`src/rtl/fp_ctrl_pkg.sv`:
```
// Shared encodings for the FP multi-cycle control path: opcodes, funcs, ALU codes, control word.
// Latency: n/a (types and constants only).
// Backpressure: n/a.
package fp_ctrl_pkg;

    localparam logic [5:0] OP_FP   = 6'b110000;
    localparam logic [5:0] OP_LW   = 6'b110001;
    localparam logic [5:0] OP_SW   = 6'b110010;
    localparam logic [5:0] OP_ADDI = 6'b110011;
    localparam logic [5:0] OP_LUI  = 6'b110100;

    localparam logic [5:0] FN_ADD   = 6'b000000;
    localparam logic [5:0] FN_SUB   = 6'b000001;
    localparam logic [5:0] FN_MULT  = 6'b000010;
    localparam logic [5:0] FN_DIV   = 6'b000011;
    localparam logic [5:0] FN_CEQ   = 6'b000100;
    localparam logic [5:0] FN_CLE   = 6'b000101;
    localparam logic [5:0] FN_CLT   = 6'b000110;
    localparam logic [5:0] FN_NEG   = 6'b000111;
    localparam logic [5:0] FN_ROUND = 6'b001000;

    localparam logic [3:0] ALU_ADD   = 4'b0000;
    localparam logic [3:0] ALU_SUB   = 4'b0001;
    localparam logic [3:0] ALU_MULT  = 4'b0010;
    localparam logic [3:0] ALU_DIV   = 4'b0011;
    localparam logic [3:0] ALU_CEQ   = 4'b0100;
    localparam logic [3:0] ALU_CLE   = 4'b0101;
    localparam logic [3:0] ALU_CLT   = 4'b0110;
    localparam logic [3:0] ALU_NEG   = 4'b0111;
    localparam logic [3:0] ALU_ROUND = 4'b1000;
    localparam logic [3:0] ALU_LW    = 4'b1001;
    localparam logic [3:0] ALU_SW    = 4'b1010;
    localparam logic [3:0] ALU_LUI   = 4'b1011;

    typedef struct packed {
        logic [3:0] alu_control;
        logic       dst_reg;
        logic       alu_src;
        logic       mem_to_reg;
        logic       mem_wr;
        logic       reg_wr;
    } ctrl_t;

    typedef enum logic [1:0] {LAT_ARITH, LAT_MUL, LAT_DIV, LAT_MEM} lat_cls_t;

    // Memory/immediate class: rt destination, immediate operand.
    function automatic ctrl_t mem_ctrl(input logic [3:0] alu, input logic m2r,
                                       input logic mw, input logic rw);
        ctrl_t c;
        c.alu_control = alu;
        c.dst_reg     = 1'b0;
        c.alu_src     = 1'b1;
        c.mem_to_reg  = m2r;
        c.mem_wr      = mw;
        c.reg_wr      = rw;
        return c;
    endfunction

endpackage

```
`src/rtl/fp_ctrl_decode.sv`:
```
// Decodes opcode/func into a control word, a latency class and an illegal flag.
// Latency: combinational.
// Backpressure: none; outputs only matter when the top accepts an instruction.
module fp_ctrl_decode
    import fp_ctrl_pkg::*;
(
    input  logic [5:0] opcode,
    input  logic [5:0] func,
    output ctrl_t      ctrl,
    output lat_cls_t   lat_cls,
    output logic       illegal
);

    // Table lookup; unknown opcode or unknown FP func raises illegal.
    always_comb begin
        ctrl    = '0;
        lat_cls = LAT_ARITH;
        illegal = 1'b0;
        case (opcode)
            OP_FP: begin
                ctrl.dst_reg = 1'b1;
                ctrl.reg_wr  = 1'b1;
                case (func)
                    FN_ADD:   ctrl.alu_control = ALU_ADD;
                    FN_SUB:   ctrl.alu_control = ALU_SUB;
                    FN_MULT: begin
                        ctrl.alu_control = ALU_MULT;
                        lat_cls          = LAT_MUL;
                    end
                    FN_DIV: begin
                        ctrl.alu_control = ALU_DIV;
                        lat_cls          = LAT_DIV;
                    end
                    FN_CEQ:   ctrl.alu_control = ALU_CEQ;
                    FN_CLE:   ctrl.alu_control = ALU_CLE;
                    FN_CLT:   ctrl.alu_control = ALU_CLT;
                    FN_NEG:   ctrl.alu_control = ALU_NEG;
                    FN_ROUND: ctrl.alu_control = ALU_ROUND;
                    default:  illegal = 1'b1;
                endcase
            end
            OP_LW: begin
                ctrl    = mem_ctrl(ALU_LW, 1'b1, 1'b0, 1'b1);
                lat_cls = LAT_MEM;
            end
            OP_SW: begin
                ctrl    = mem_ctrl(ALU_SW, 1'b0, 1'b1, 1'b0);
                lat_cls = LAT_MEM;
            end
            OP_ADDI: begin
                ctrl    = mem_ctrl(ALU_ADD, 1'b0, 1'b0, 1'b1);
                lat_cls = LAT_MEM;
            end
            OP_LUI: begin
                ctrl    = mem_ctrl(ALU_LUI, 1'b0, 1'b0, 1'b1);
                lat_cls = LAT_MEM;
            end
            default: illegal = 1'b1;
        endcase
    end

endmodule

```
`src/rtl/fp_mc_ctrl.sv`:
```
// Multi-cycle FP control: latches a decoded control word and holds it for the op's latency.
// Latency: control word live cycles T+1..T+L after accept at edge T; strobes/done in cycle T+L only.
// Backpressure: instr_ready low while an op is in flight (except its done cycle), during flush and rst.
module fp_mc_ctrl
    import fp_ctrl_pkg::*;
#(
    parameter int ARITH_LAT  = 2,
    parameter int MUL_LAT    = 4,
    parameter int DIV_LAT    = 12,
    parameter int MEM_LAT    = 1,
    parameter int ALU_CTRL_W = 4
) (
    input  logic                  clk,
    input  logic                  rst,
    input  logic                  instr_valid,
    input  logic [5:0]            opcode,
    input  logic [5:0]            func,
    input  logic                  flush,
    output logic                  instr_ready,
    output logic                  stall,
    output logic                  ctrl_valid,
    output logic [ALU_CTRL_W-1:0] alu_control,
    output logic                  dstReg,
    output logic                  ALUSrc,
    output logic                  MemtoReg,
    output logic                  MemWrite,
    output logic                  RegWrite,
    output logic                  done,
    output logic                  illegal
);

    localparam int MAX_AM  = (ARITH_LAT > MEM_LAT) ? ARITH_LAT : MEM_LAT;
    localparam int MAX_MD  = (MUL_LAT > DIV_LAT) ? MUL_LAT : DIV_LAT;
    localparam int MAX_LAT = (MAX_AM > MAX_MD) ? MAX_AM : MAX_MD;
    localparam int CNT_W   = $clog2(MAX_LAT + 1);

    if (ARITH_LAT < 1 || MUL_LAT < 1 || DIV_LAT < 1 || MEM_LAT < 1) begin : g_bad_lat
        $error("fp_mc_ctrl: every op latency must be at least 1");
    end
    if (ALU_CTRL_W < 4) begin : g_bad_alu_w
        $error("fp_mc_ctrl: ALU_CTRL_W must be at least 4");
    end

    typedef enum logic {IDLE, BUSY} state_t;

    state_t           state;
    logic [CNT_W-1:0] cnt;
    ctrl_t            ctrl_q;
    logic             ctrl_valid_q;
    logic             illegal_q;

    ctrl_t            dec_ctrl;
    lat_cls_t         dec_cls;
    logic             dec_illegal;
    logic             done_int;
    logic             accept;
    logic [ALU_CTRL_W-1:0] alu_ext;

    fp_ctrl_decode u_decode (
        .opcode  (opcode),
        .func    (func),
        .ctrl    (dec_ctrl),
        .lat_cls (dec_cls),
        .illegal (dec_illegal)
    );

    function automatic logic [CNT_W-1:0] lat_of(input lat_cls_t cls);
        case (cls)
            LAT_ARITH: return CNT_W'(ARITH_LAT);
            LAT_MUL:   return CNT_W'(MUL_LAT);
            LAT_DIV:   return CNT_W'(DIV_LAT);
            LAT_MEM:   return CNT_W'(MEM_LAT);
        endcase
    endfunction

    assign done_int    = (state == BUSY) && (cnt == CNT_W'(1));
    assign instr_ready = ~rst & ~flush & ((state == IDLE) | done_int);
    assign accept      = instr_valid & instr_ready;
    assign stall       = instr_valid & ~instr_ready;

    // Completion strobes are suppressed by flush/rst so an aborted op never writes back.
    assign done     = done_int & ~flush & ~rst;
    assign RegWrite = done & ctrl_q.reg_wr;
    assign MemWrite = done & ctrl_q.mem_wr;

    // Zero-extend the 4-bit ALU code to the configured port width.
    always_comb begin
        alu_ext      = '0;
        alu_ext[3:0] = ctrl_q.alu_control;
    end

    assign alu_control = alu_ext;
    assign dstReg      = ctrl_q.dst_reg;
    assign ALUSrc      = ctrl_q.alu_src;
    assign MemtoReg    = ctrl_q.mem_to_reg;
    assign ctrl_valid  = ctrl_valid_q;
    assign illegal     = illegal_q;

    // IDLE/BUSY FSM with latency down-counter; accept in the done cycle reloads without a bubble.
    always_ff @(posedge clk) begin
        if (rst) begin
            state        <= IDLE;
            cnt          <= '0;
            ctrl_q       <= '0;
            ctrl_valid_q <= 1'b0;
            illegal_q    <= 1'b0;
        end else begin
            illegal_q <= 1'b0;
            if (flush) begin
                state        <= IDLE;
                cnt          <= '0;
                ctrl_valid_q <= 1'b0;
            end else if (accept) begin
                if (dec_illegal) begin
                    state        <= IDLE;
                    cnt          <= '0;
                    ctrl_valid_q <= 1'b0;
                    illegal_q    <= 1'b1;
                end else begin
                    ctrl_q       <= dec_ctrl;
                    cnt          <= lat_of(dec_cls);
                    state        <= BUSY;
                    ctrl_valid_q <= 1'b1;
                end
            end else if (state == BUSY) begin
                if (done_int) begin
                    state        <= IDLE;
                    cnt          <= '0;
                    ctrl_valid_q <= 1'b0;
                end else begin
                    cnt <= cnt - CNT_W'(1);
                end
            end
        end
    end

endmodule
```
`config.mk`:
```
export PLATFORM = sky130hd
export DESIGN_NAME = fp_mc_ctrl
export DESIGN_NICKNAME = d
export VERILOG_FILES = /design/src/rtl/fp_ctrl_pkg.sv /design/src/rtl/fp_ctrl_decode.sv /design/src/rtl/fp_mc_ctrl.sv
export SDC_FILE = /design/constraint.sdc
export NUM_CORES = 1
export LEC_CHECK = 0
export CAP_MARGIN = 20
export CELL_PAD_IN_SITES_DETAIL_PLACEMENT = 0
export CELL_PAD_IN_SITES_GLOBAL_PLACEMENT = 2
export CORE_ASPECT_RATIO = 0.7
export CORE_MARGIN = 1.5
export CORE_UTILIZATION = 27
export CTS_BUF_LIST = sky130_fd_sc_hd__clkbuf_2 sky130_fd_sc_hd__clkbuf_4 sky130_fd_sc_hd__clkbuf_8
export CTS_CLUSTER_SIZE = 28
export DETAILED_ROUTE_END_ITERATION = 6
export PLACE_DENSITY_LB_ADDON = 0.2
export SLEW_MARGIN = 20
export SYNTH_ARGS = -nofsm -noshare
export SYNTH_HDL_FRONTEND = slang
export SYNTH_SLANG_ARGS = --single-unit
export TNS_END_PERCENT = 50
```
`constraint.sdc`:
```
create_clock -name clk -period 2 [get_ports clk]
set_clock_uncertainty 0.1 [all_clocks]
set_input_delay 0.2 -clock clk [delete_from_list [all_inputs] [get_ports clk]]
set_output_delay 0.2 -clock clk [all_outputs]
set_load 0.05 [all_outputs]
```
==> results of run 1 <==
## area by class of cell
| cell class | count | share of cell area [%] |
|---|---|---|
| tap | 47 | 3.82 |
| inverter | 6 | 1.46 |
| timing repair buffer | 50 | 32.0 |
| sequential | 16 | 21.0 |
| clock buffer | 4 | 3.58 |
| multi-input combinational | 80 | 38.1 |
## flip-flops by register name, summed over array words and instances (netlist names)
name / flops
alu_control: 4
cnt: 4
ctrl_q: 2
ALUSrc: 1
MemtoReg: 1
ctrl_valid: 1
dstReg: 1
illegal: 1
state: 1
## layout by cell type (no fill, tap or decap), types with 2 or more instances in the layout
master           instances
buf_12                   4
nor2_1                   5
clkdlybuf4s50_1         24
o21ai_0                  6
buf_4                   21
dfxtp_2                  2
nand4_1                  5
a21oi_1                  6
and2_2                   3
dfxtp_1                 14
and3b_1                  2
mux2i_1                  5
clkbuf_8                 4
inv_1                    4
nor3_1                   4
a211o_1                  3
nand3b_1                 2
nand2_1                 10
a31oi_1                  4
## power by group through the flow
stage,clock [W],sequential [W],combinational (W)
detailed placement,0,0.000329,0.000127
finish,0.000297,0.000321,0.000133
CTS,0.000306,0.000321,0.000132
global route,0.000324,0.000321,0.000141
global placement,0,0.000329,0.000127
floorplan,0,0.000333,0.0000518
## critical path: stages (launching register included)
cell and delay (ns):
dfxtp_2 0.33, inv_2 0.07, ha_4 0.11, or3b_4 0.42, a21oi_4 0.18, and2b_2 0.25, buf_8 0.15
## metal layers
| metal | vias up | part of all wire (%) | track usage (%) |
|---|---|---|---|
| met2 | 30 | 41 | 22.5 |
| met4 | 0 | 0.25 | 3.64 |
| met1 | 444 | 53 | 22.1 |
| met3 | 2 | 5.5 | 4.76 |
| li1 | 497 | - | - |
| met5 | - | 0 | 0 |
## per-stage QoR
step	instances	hold slack [ns]	power, W
final	203	0.363	0.000751
after global routing	203	0.385	0.000787
after CTS	203	0.369	0.000759
after detailed placement	194	0.354	0.000456
after global placement	194	0.348	0.000456
after floorplan	113	0.166	0.000385
## logic make-up after synthesis
kind of cell | share of synthesized area (%)
flops | 33.2
fa+ha+maj | 2.59
simple gates | 26.7
mux | 5.18
compound gates | 22.5
xor+xnor | 0.907
buf+inv | 8.94
## how the worst min path moves through the flow
stage	from	endpoint	slack, ns	cells after the start
finish	alu_control[0]	alu_control[0]	0.36	2
global route	alu_control[0]	alu_control[0]	0.38	2
CTS	alu_control[0]	alu_control[0]	0.37	2
detailed placement	alu_control[2]	alu_control[2]	0.35	2
global placement	ctrl_q[1]	ctrl_q[1]	0.35	2
floorplan	rst	alu_control[3]	0.17	1
## what timing repair did
item                                   CTS  global route
buffers inserted                         5             0
pin swaps                                1             1
setup endpoints to repair                4             4
resized for setup                        4             3
endpoints found under the hold margin    0             0
==> impl_results.md, run 1 <==
* Status: finished with violations
* Violations in the final reports: negative setup slack
* Synth Instances at 113
* Final antenna-violating net count at 0
* Setup Viol. Count Final at 1
* Warnings from Yosys at 0
* Vias in the first global route at 906
* Gate power share at 17.6%
* ANT cells at 0
* Reg2reg setup slack at 0.14 ns
* Routed len/inst at 13.7 um
* Worst reg-to-reg path cell count at 8
* Sw frac at 25.1%
* Place WS at 0.0262 ns
* Required @ worst endpoint at 1.70 ns
* Starting Density at 29.5%
* Area share of the largest cell type after synthesis at 33.2%
* Fmax at 486 MHz
* Die Y at 53.0 um
* Crit path time final at 2.06 ns
* Worst-Margin Slew at 0.516 ns
* Global-route wire length before repair at 4460 um
* Rows at 17
* Most instantiated cells after synthesis: dfxtp_1 (16), nand2_1 (10), a21oi_1 (6), buf_2 (6), o21ai_0 (6)
* Clock transition at path regs at 0.07 ns
* CTS Buf Count at 3
* Final worst setup slack at -0.0557 ns
* CP arrival at 1.76 ns
* Period utilization at 103%
* PD cells at 488 mW/mm^2
* DRC at 0
* Worst Path Class, Setup: flop to primary output
* Most used flip-flop cell after synthesis: dfxtp_1
* Post-Route WL at 2780 um
* Root buf cell: clkbuf_8
* Mean area per synthesized cell at 8.55 um^2
* Final hold violations at 0
* Placer Congestion at 0.800
* Post-synthesis instance area at 966 um^2
* Clock Sinks at 16
* Die area at 0.00395 mm^2
* Antenna violations before repair at 0
* Sw power at 0.000189 W
* Syn_nets at 131
* CP endpoint: stall
* Largest net degree at the start of global routing at 11
* Endpoint class of the critical path: primary output
* I/O Pins at 30
* Worst hold path type: flop to flop
* Post-synth EDFFs at 0
* Core area at 0.00328 mm^2
* Placed inst area at 0.00142 mm^2
* DRT Pass-1 Iters at 4
* Critical R2R Launch: cnt[1]
* Die W at 74.5 um
* Number of port buffers at 29
* Via density at 4.79
* Final Util at 47.0%
* Area of the multi-input gates at 587 um^2
* Layout area overhead at 59.3%
* Dpl hpwl at 2220 um
* Part of the power in registers at 42.8%
* Reg-to-Reg End: ctrl_q[1]
* Fin nets at 175
* Sequential share of the synthesized area at 33.2%
* Yosys cell types at 40
* Initial DRC count at 44
* Largest cells by area after synthesis: dfxtp_1 (33%), mux2i_1 (5.2%), nand2_1 (3.9%), nand4_1 (3.2%), a21oi_1 (3.1%)
* # fillers at 337
* CP max FO at 4
* GRT Util Overall at 15.5%
* Max transition margin at 65.5%
* Register area at 323 um^2
* Final TNS setup at -0.0557 ns
* Overflow after GRT at 0
* Top-count cell post-synth: dfxtp_1
* Vias at 973
* Async SR Flop Fraction at 0%
* Leak pwr at 0.594 nW
* Max H-tree Level at 1
* Clock latency on the worst-skew pair at 0.25 ns
* Yosys reg bits at 16
* Post-synth top area cell: dfxtp_1
* Final Cell Area at 0.00154 mm^2
* Hold buffers post-CTS at 0
* CP Launch Type: flop
* Worst setup startpoint: cnt[1]
* RSZ-0062 raised after global routing: true
* Maximum clock path buffer count at 2
* Max cap viols at 0
* Clock share of power at 39.6%
* Fin. max-slew vios at 0
* CTS tree: built
* Worst vdd ir at 201 uV
* Share of cells above drive strength 1 at 29.5%
* Internal at 0.000563 W
No activity file was read; power rests on OpenSTA's default activity.
==> inputs of run 2 (changes only) <==
CORE_ASPECT_RATIO = 1.5   (was 0.7)
CTS_CLUSTER_DIAMETER = 80   (was unset)
==> impl_results.md, run 2 (synthesis results as in run 1) <==
* Status: finished with violations (unchanged)
* Violations in the final reports: negative setup slack (unchanged)
* Endpoint class of the critical path: primary output (unchanged)
* CTS Buf Count at 3 (unchanged)
* Die Y at 76.3 um (was 53.0 um)
* Layout area overhead at 65.3% (was 59.3%)
* Largest delay share family, worst path: simple AND/OR/NAND/NOR gates (unchanged)
* Initial DRC count at 16 (was 44)
* Number of port buffers at 29 (unchanged)
* Critical R2R Launch: cnt[1] (unchanged)
* CP endpoint: RegWrite (was stall)
* CP Launch Type: flop (unchanged)
* Post-Route WL at 2830 um (was 2780 um)
* Most common cell after layout, fill and taps aside: buf_4 (was clkdlybuf4s50_1)
* Fmax at 487 MHz (was 486 MHz)
* CP max FO at 4 (unchanged)
* Max H-tree Level at 1 (unchanged)
* Clock Sinks at 16 (unchanged)
* Reg2reg setup slack at 0.12 ns (was 0.14 ns)
* DRT Pass-1 Iters at 4 (unchanged)
* Period utilization at 103% (about the same)
* I/O Pins at 30 (unchanged)
* Register area at 323 um^2 (unchanged)
* Root buf cell: clkbuf_8 (unchanged)
* Total power at 0.000687 W (was 0.000751 W)
* CP max stage cell: or3b_4 (unchanged)
* Placed inst area at 0.00145 mm^2 (was 0.00142 mm^2)
* Overflow after GRT at 0 (unchanged)
* Worst-Margin Slew at 0.508 ns (was 0.516 ns)
* Worst hold path type: flop to flop (unchanged)
* GRT Util Overall at 15.8% (was 15.5%)
* Setup Viol. Count Final at 4 (was 1)
* Vias in the first global route at 1064 (was 906)
* Starting Density at 28.3% (was 29.5%)
* Crit path time final at 2.06 ns (about the same)
* Die W at 51.8 um (was 74.5 um)
* # fillers at 350 (was 337)
* Cells along the critical path: inv_2 -> ha_4 -> or3b_4 -> buf_6 -> nor3_4 -> and2_4 -> buf_12 (was inv_2 -> ha_4 -> or3b_4 -> a21oi_4 -> and2b_2 -> buf_8)
* Worst reg-to-reg path cell count at 10 (was 8)
* Worst path max stage delay at 0.40 ns (was 0.42 ns)
* Clock latency on the worst-skew pair at 0.24 ns (was 0.25 ns)
* Reg-to-Reg End: cnt[1] (was ctrl_q[1])
* Required @ worst endpoint at 1.70 ns (about the same)
* Placer Congestion at 0.722 (was 0.800)
* RSZ-0062 raised after global routing: true (unchanged)
* Stages on the worst setup path at 7 (was 6)
* Vias at 995 (was 973)
* CP arrival at 1.76 ns (about the same)
* Fin nets at 183 (was 175)
* Worst vdd ir at 226 uV (was 201 uV)
* Global-route wire length before repair at 4760 um (was 4460 um)
* M1 WL at 1090 um (was 1480 um)
* Leak pwr at 0.624 nW (was 0.594 nW)
* Most frequent cells in the layout: buf_4 (28), clkdlybuf4s50_1 (24), dfxtp_1 (14) (was clkdlybuf4s50_1 (24), buf_4 (21), dfxtp_1 (14))
* Antenna violations before repair at 0 (unchanged)
* Worst path bufs/invs at 3 (was 2)
* Met3 wire len at 63 um (was 152 um)
* Max transition margin at 66.1% (was 65.5%)
* Final antenna-violating net count at 0 (unchanged)
* Max cap viols at 0 (unchanged)
* Top routing layer used: met4 (unchanged)
* Routed wl met2 at 1650 um (was 1140 um)
* Via density at 4.85 (was 4.79)
* Final Cell Area at 0.00160 mm^2 (was 0.00154 mm^2)
* PD cells at 430 mW/mm^2 (was 488 mW/mm^2)
* Final worst setup slack at -0.0551 ns (was -0.0557 ns)
* Final hold violations at 0 (unchanged)
* Fin. max-slew vios at 0 (unchanged)
* CTS tree: built (unchanged)
* Area of the multi-input gates at 604 um^2 (was 587 um^2)
* ANT cells at 0 (unchanged)
* Routed len/inst at 13.8 um (was 13.7 um)
* Die area at 0.00395 mm^2 (about the same)
* Share of cells above drive strength 1 at 33.7% (was 29.5%)
* Maximum clock path buffer count at 2 (unchanged)
* Clock transition at path regs at 0.06 ns (was 0.07 ns)
* Largest net degree at the start of global routing at 11 (unchanged)
* DRC at 0 (unchanged)
* Rows at 26 (was 17)
* Core area at 0.00342 mm^2 (was 0.00328 mm^2)
* Dpl hpwl at 2270 um (was 2220 um)
* Hold buffers post-CTS at 0 (unchanged)
* Worst setup startpoint: cnt[1] (unchanged)
* Worst Path Class, Setup: flop to primary output (unchanged)
## run 2: final cells by class
cell class                 count  area share (%)
clock buffer                   3            2.59
timing repair buffer          58            34.6
multi-input combinational     80            37.9
inverter                       6            1.41
sequential                    16            20.2
tap                           42            3.29
## run 2: routing by layer
layer	up-vias	track usage, %
li1	508	-
met1	469	16.6
met2	16	29.9
met3	2	1.76
met4	0	6.32
met5	-	0
## run 2: timing repair
action / in CTS / in global routing
pin swaps: 1 / 3
resized for setup: 8 / 2
setup buffers: 10 / 0
setup endpoints to repair: 5 / 6
## run 2: stage by stage
step	util, %	TNS, ns	cells	hold slack [ns]	setup slack (ns)
2_1_floorplan	-	-0.281	113	0.166	-0.0937
3_3_place_gp	42.4	0	193	0.346	0.0322
3_5_place_dp	42.4	0	193	0.356	0.0164
4_1_cts	46.5	-0.159	206	0.369	-0.0580
5_1_grt	46.7	-0.446	205	0.389	-0.144
6_report	46.7	-0.141	205	0.364	-0.0551
## run 2: power breakdown
group | switching, W | leakage, nW | internal, W
logic | 0.0000646 | 0.472 | 0.0000692
registers | 0.00000107 | 0.130 | 0.000321
clock network | 0.0000985 | 0.0216 | 0.000133
total | 0.000164 | 0.624 | 0.000523
## run 2: worst min-delay path by stage
stage	from	to	slack [ns]	cells after the start
after floorplan	rst	alu_control[3]	0.17	1
final	ctrl_q[1]	ctrl_q[1]	0.36	2
after detailed placement	ctrl_q[1]	ctrl_q[1]	0.36	2
after global placement	ctrl_q[1]	ctrl_q[1]	0.35	2
after CTS	ctrl_q[1]	ctrl_q[1]	0.37	2
after global routing	alu_control[3]	alu_control[3]	0.39	2
## run 2: worst min-delay path, delay by kind of cell, from the launching register on
kind / cells / cell delay, ns
DFF: 1 / 0.31
muxes: 1 / 0.06
and+or+nand+nor: 1 / 0.05
==> inputs of run 3 (changes only) <==
CELL_PAD_IN_SITES_DETAIL_PLACEMENT = unset   (was 0)
CELL_PAD_IN_SITES_GLOBAL_PLACEMENT = unset   (was 2)
CORE_UTILIZATION = 47   (was 27)
==> impl_results.md, run 3 (synthesis results as in run 1) <==
* Status: finished with violations (unchanged)
* Violations in the final reports: negative setup slack (unchanged)
* Max cap viols at 0 (unchanged)
* Die Y at 58.5 um (was 76.3 um)
* Initial DRC count at 16 (unchanged)
* Number of port buffers at 29 (unchanged)
* Vias in the first global route at 1001 (was 1064)
* Hold path cells at 2 (unchanged)
* DRT Pass-1 Iters at 4 (unchanged)
* Maximum clock path buffer count at 2 (unchanged)
* Fin nets at 173 (was 183)
* Core area at 0.00188 mm^2 (was 0.00342 mm^2)
* Root buf cell: clkbuf_4 (was clkbuf_8)
* Worst reg-to-reg path cell count at 8 (was 10)
* Layout area overhead at 52.6% (was 65.3%)
* Place WS at -0.0239 ns (was 0.0164 ns)
* CTS tree: built (unchanged)
* # fillers at 133 (was 350)
* Vias at 1007 (was 995)
* Max transition margin at 66.3% (was 66.1%)
* Final antenna-violating net count at 0 (unchanged)
* Endpoint class of the critical path: primary output (unchanged)
* RSZ-0062 raised after global routing: true (unchanged)
* Rows at 19 (was 26)
* Largest net degree at the start of global routing at 11 (unchanged)
* Clock latency on the worst-skew pair at 0.30 ns (was 0.24 ns)
* Overflow after GRT at 0 (unchanged)
* Max H-tree Level at 1 (unchanged)
* Post-Route WL at 2560 um (was 2830 um)
* Placer Congestion at 0.854 (was 0.722)
* Reg2reg setup slack at 0.15 ns (was 0.12 ns)
* CP max FO at 3 (was 4)
* Final worst setup slack at -0.0849 ns (was -0.0551 ns)
* Crit path time final at 2.08 ns (was 2.06 ns)
* Clock Sinks at 16 (unchanged)
* Antenna violations before repair at 0 (unchanged)
* Leak pwr at 0.577 nW (was 0.624 nW)
* GRT Util Overall at 26.7% (was 15.8%)
* Most frequent cells in the layout: clkdlybuf4s50_1 (24), buf_4 (19), dfxtp_1 (14) (was buf_4 (28), clkdlybuf4s50_1 (24), dfxtp_1 (14))
* Final hold violations at 0 (unchanged)
* Share of cells above drive strength 1 at 28.6% (was 33.7%)
* CTS Buf Count at 3 (unchanged)
* Die area at 0.00234 mm^2 (was 0.00395 mm^2)
* Most common cell after layout, fill and taps aside: clkdlybuf4s50_1 (was buf_4)
* Worst hold path type: flop to flop (unchanged)
* Via density at 5.75 (was 4.85)
* Worst-Margin Slew at 0.504 ns (was 0.508 ns)
* Clock transition at path regs at 0.10 ns (was 0.06 ns)
* DRC at 0 (unchanged)
* Global-route wire length before repair at 4340 um (was 4760 um)
* Period utilization at 104% (was 103%)
* Required @ worst endpoint at 1.70 ns (about the same)
* Fin. max-slew vios at 0 (unchanged)
* PD cells at 455 mW/mm^2 (was 430 mW/mm^2)
* Starting Density at 51.4% (was 28.3%)
* Dpl hpwl at 2000 um (was 2270 um)
* Routed len/inst at 14.6 um (was 13.8 um)
* ANT cells at 0 (unchanged)
* Die W at 40.0 um (was 51.8 um)
* I/O Pins at 30 (unchanged)
* Setup Viol. Count Final at 1 (was 4)
* Final Util at 78.5% (was 46.7%)
* CP Launch Type: flop (unchanged)
* Worst Path Class, Setup: flop to primary output (unchanged)
* CP arrival at 1.78 ns (was 1.76 ns)
* Worst vdd ir at 334 uV (was 226 uV)
* Fmax at 480 MHz (was 487 MHz)
run 3: power by group:
part	total (W)	internal, W	switching [W]
registers	0.000321	0.000320	0.000000995
logic	0.000129	0.0000648	0.0000644
clock network	0.000221	0.000111	0.000109
total	0.000671	0.000496	0.000175
run 3: what timing repair did:
item,CTS,global route
gates cloned,0,0
setup buffers,6,1
pin swaps,1,2
setup endpoints to repair,5,5
hold buffers,0,0
gates resized for setup,8,0
run 3: routing by layer:
layer | global-route usage, % | vias up | share of wire, %
met3 | 3.77 | 5 | 3.2
met4 | 11.8 | 0 | 1.8
met5 | 0 | - | 0
li1 | - | 496 | -
met1 | 27.9 | 475 | 38
met2 | 48.6 | 31 | 57
run 3: final cells by class:
cell class,count,area (um^2),area share (%)
multi-input cells,80,588,39.9
inverters,6,22.5,1.53
flip-flops and latches,16,323,21.9
repair buffers,48,478,32.4
clock buffers,4,36.3,2.46
well taps,21,26.3,1.78
run 3: final timing paths:
path / startpoint / end
min: alu_control[3] / alu_control[3]
min reg2reg: alu_control[3] / alu_control[3]
max reg2reg: cnt[1] / alu_control[0]
max: cnt[1] / stall
run 3: worst max-delay path, stage by stage (launching register included):
cell and delay [ns]:
dfxtp_2 0.34, inv_2 0.07, ha_4 0.11, or3b_4 0.41
a21oi_4 0.16, and2b_2 0.25, buf_8 0.15
run 3: metrics by stage:
step                TNS, ns  hold slack [ns]  cells  total power, W  instance area (um^2)
global placement          0            0.343    165        0.000448                  1370
detailed placement  -0.0859            0.350    165        0.000452                  1370
global route         -0.292            0.398    175        0.000697                  1470
finish              -0.0849            0.360    175        0.000671                  1470
floorplan            -0.281            0.166    113        0.000385                   981
CTS                  -0.123            0.364    174        0.000673                  1470
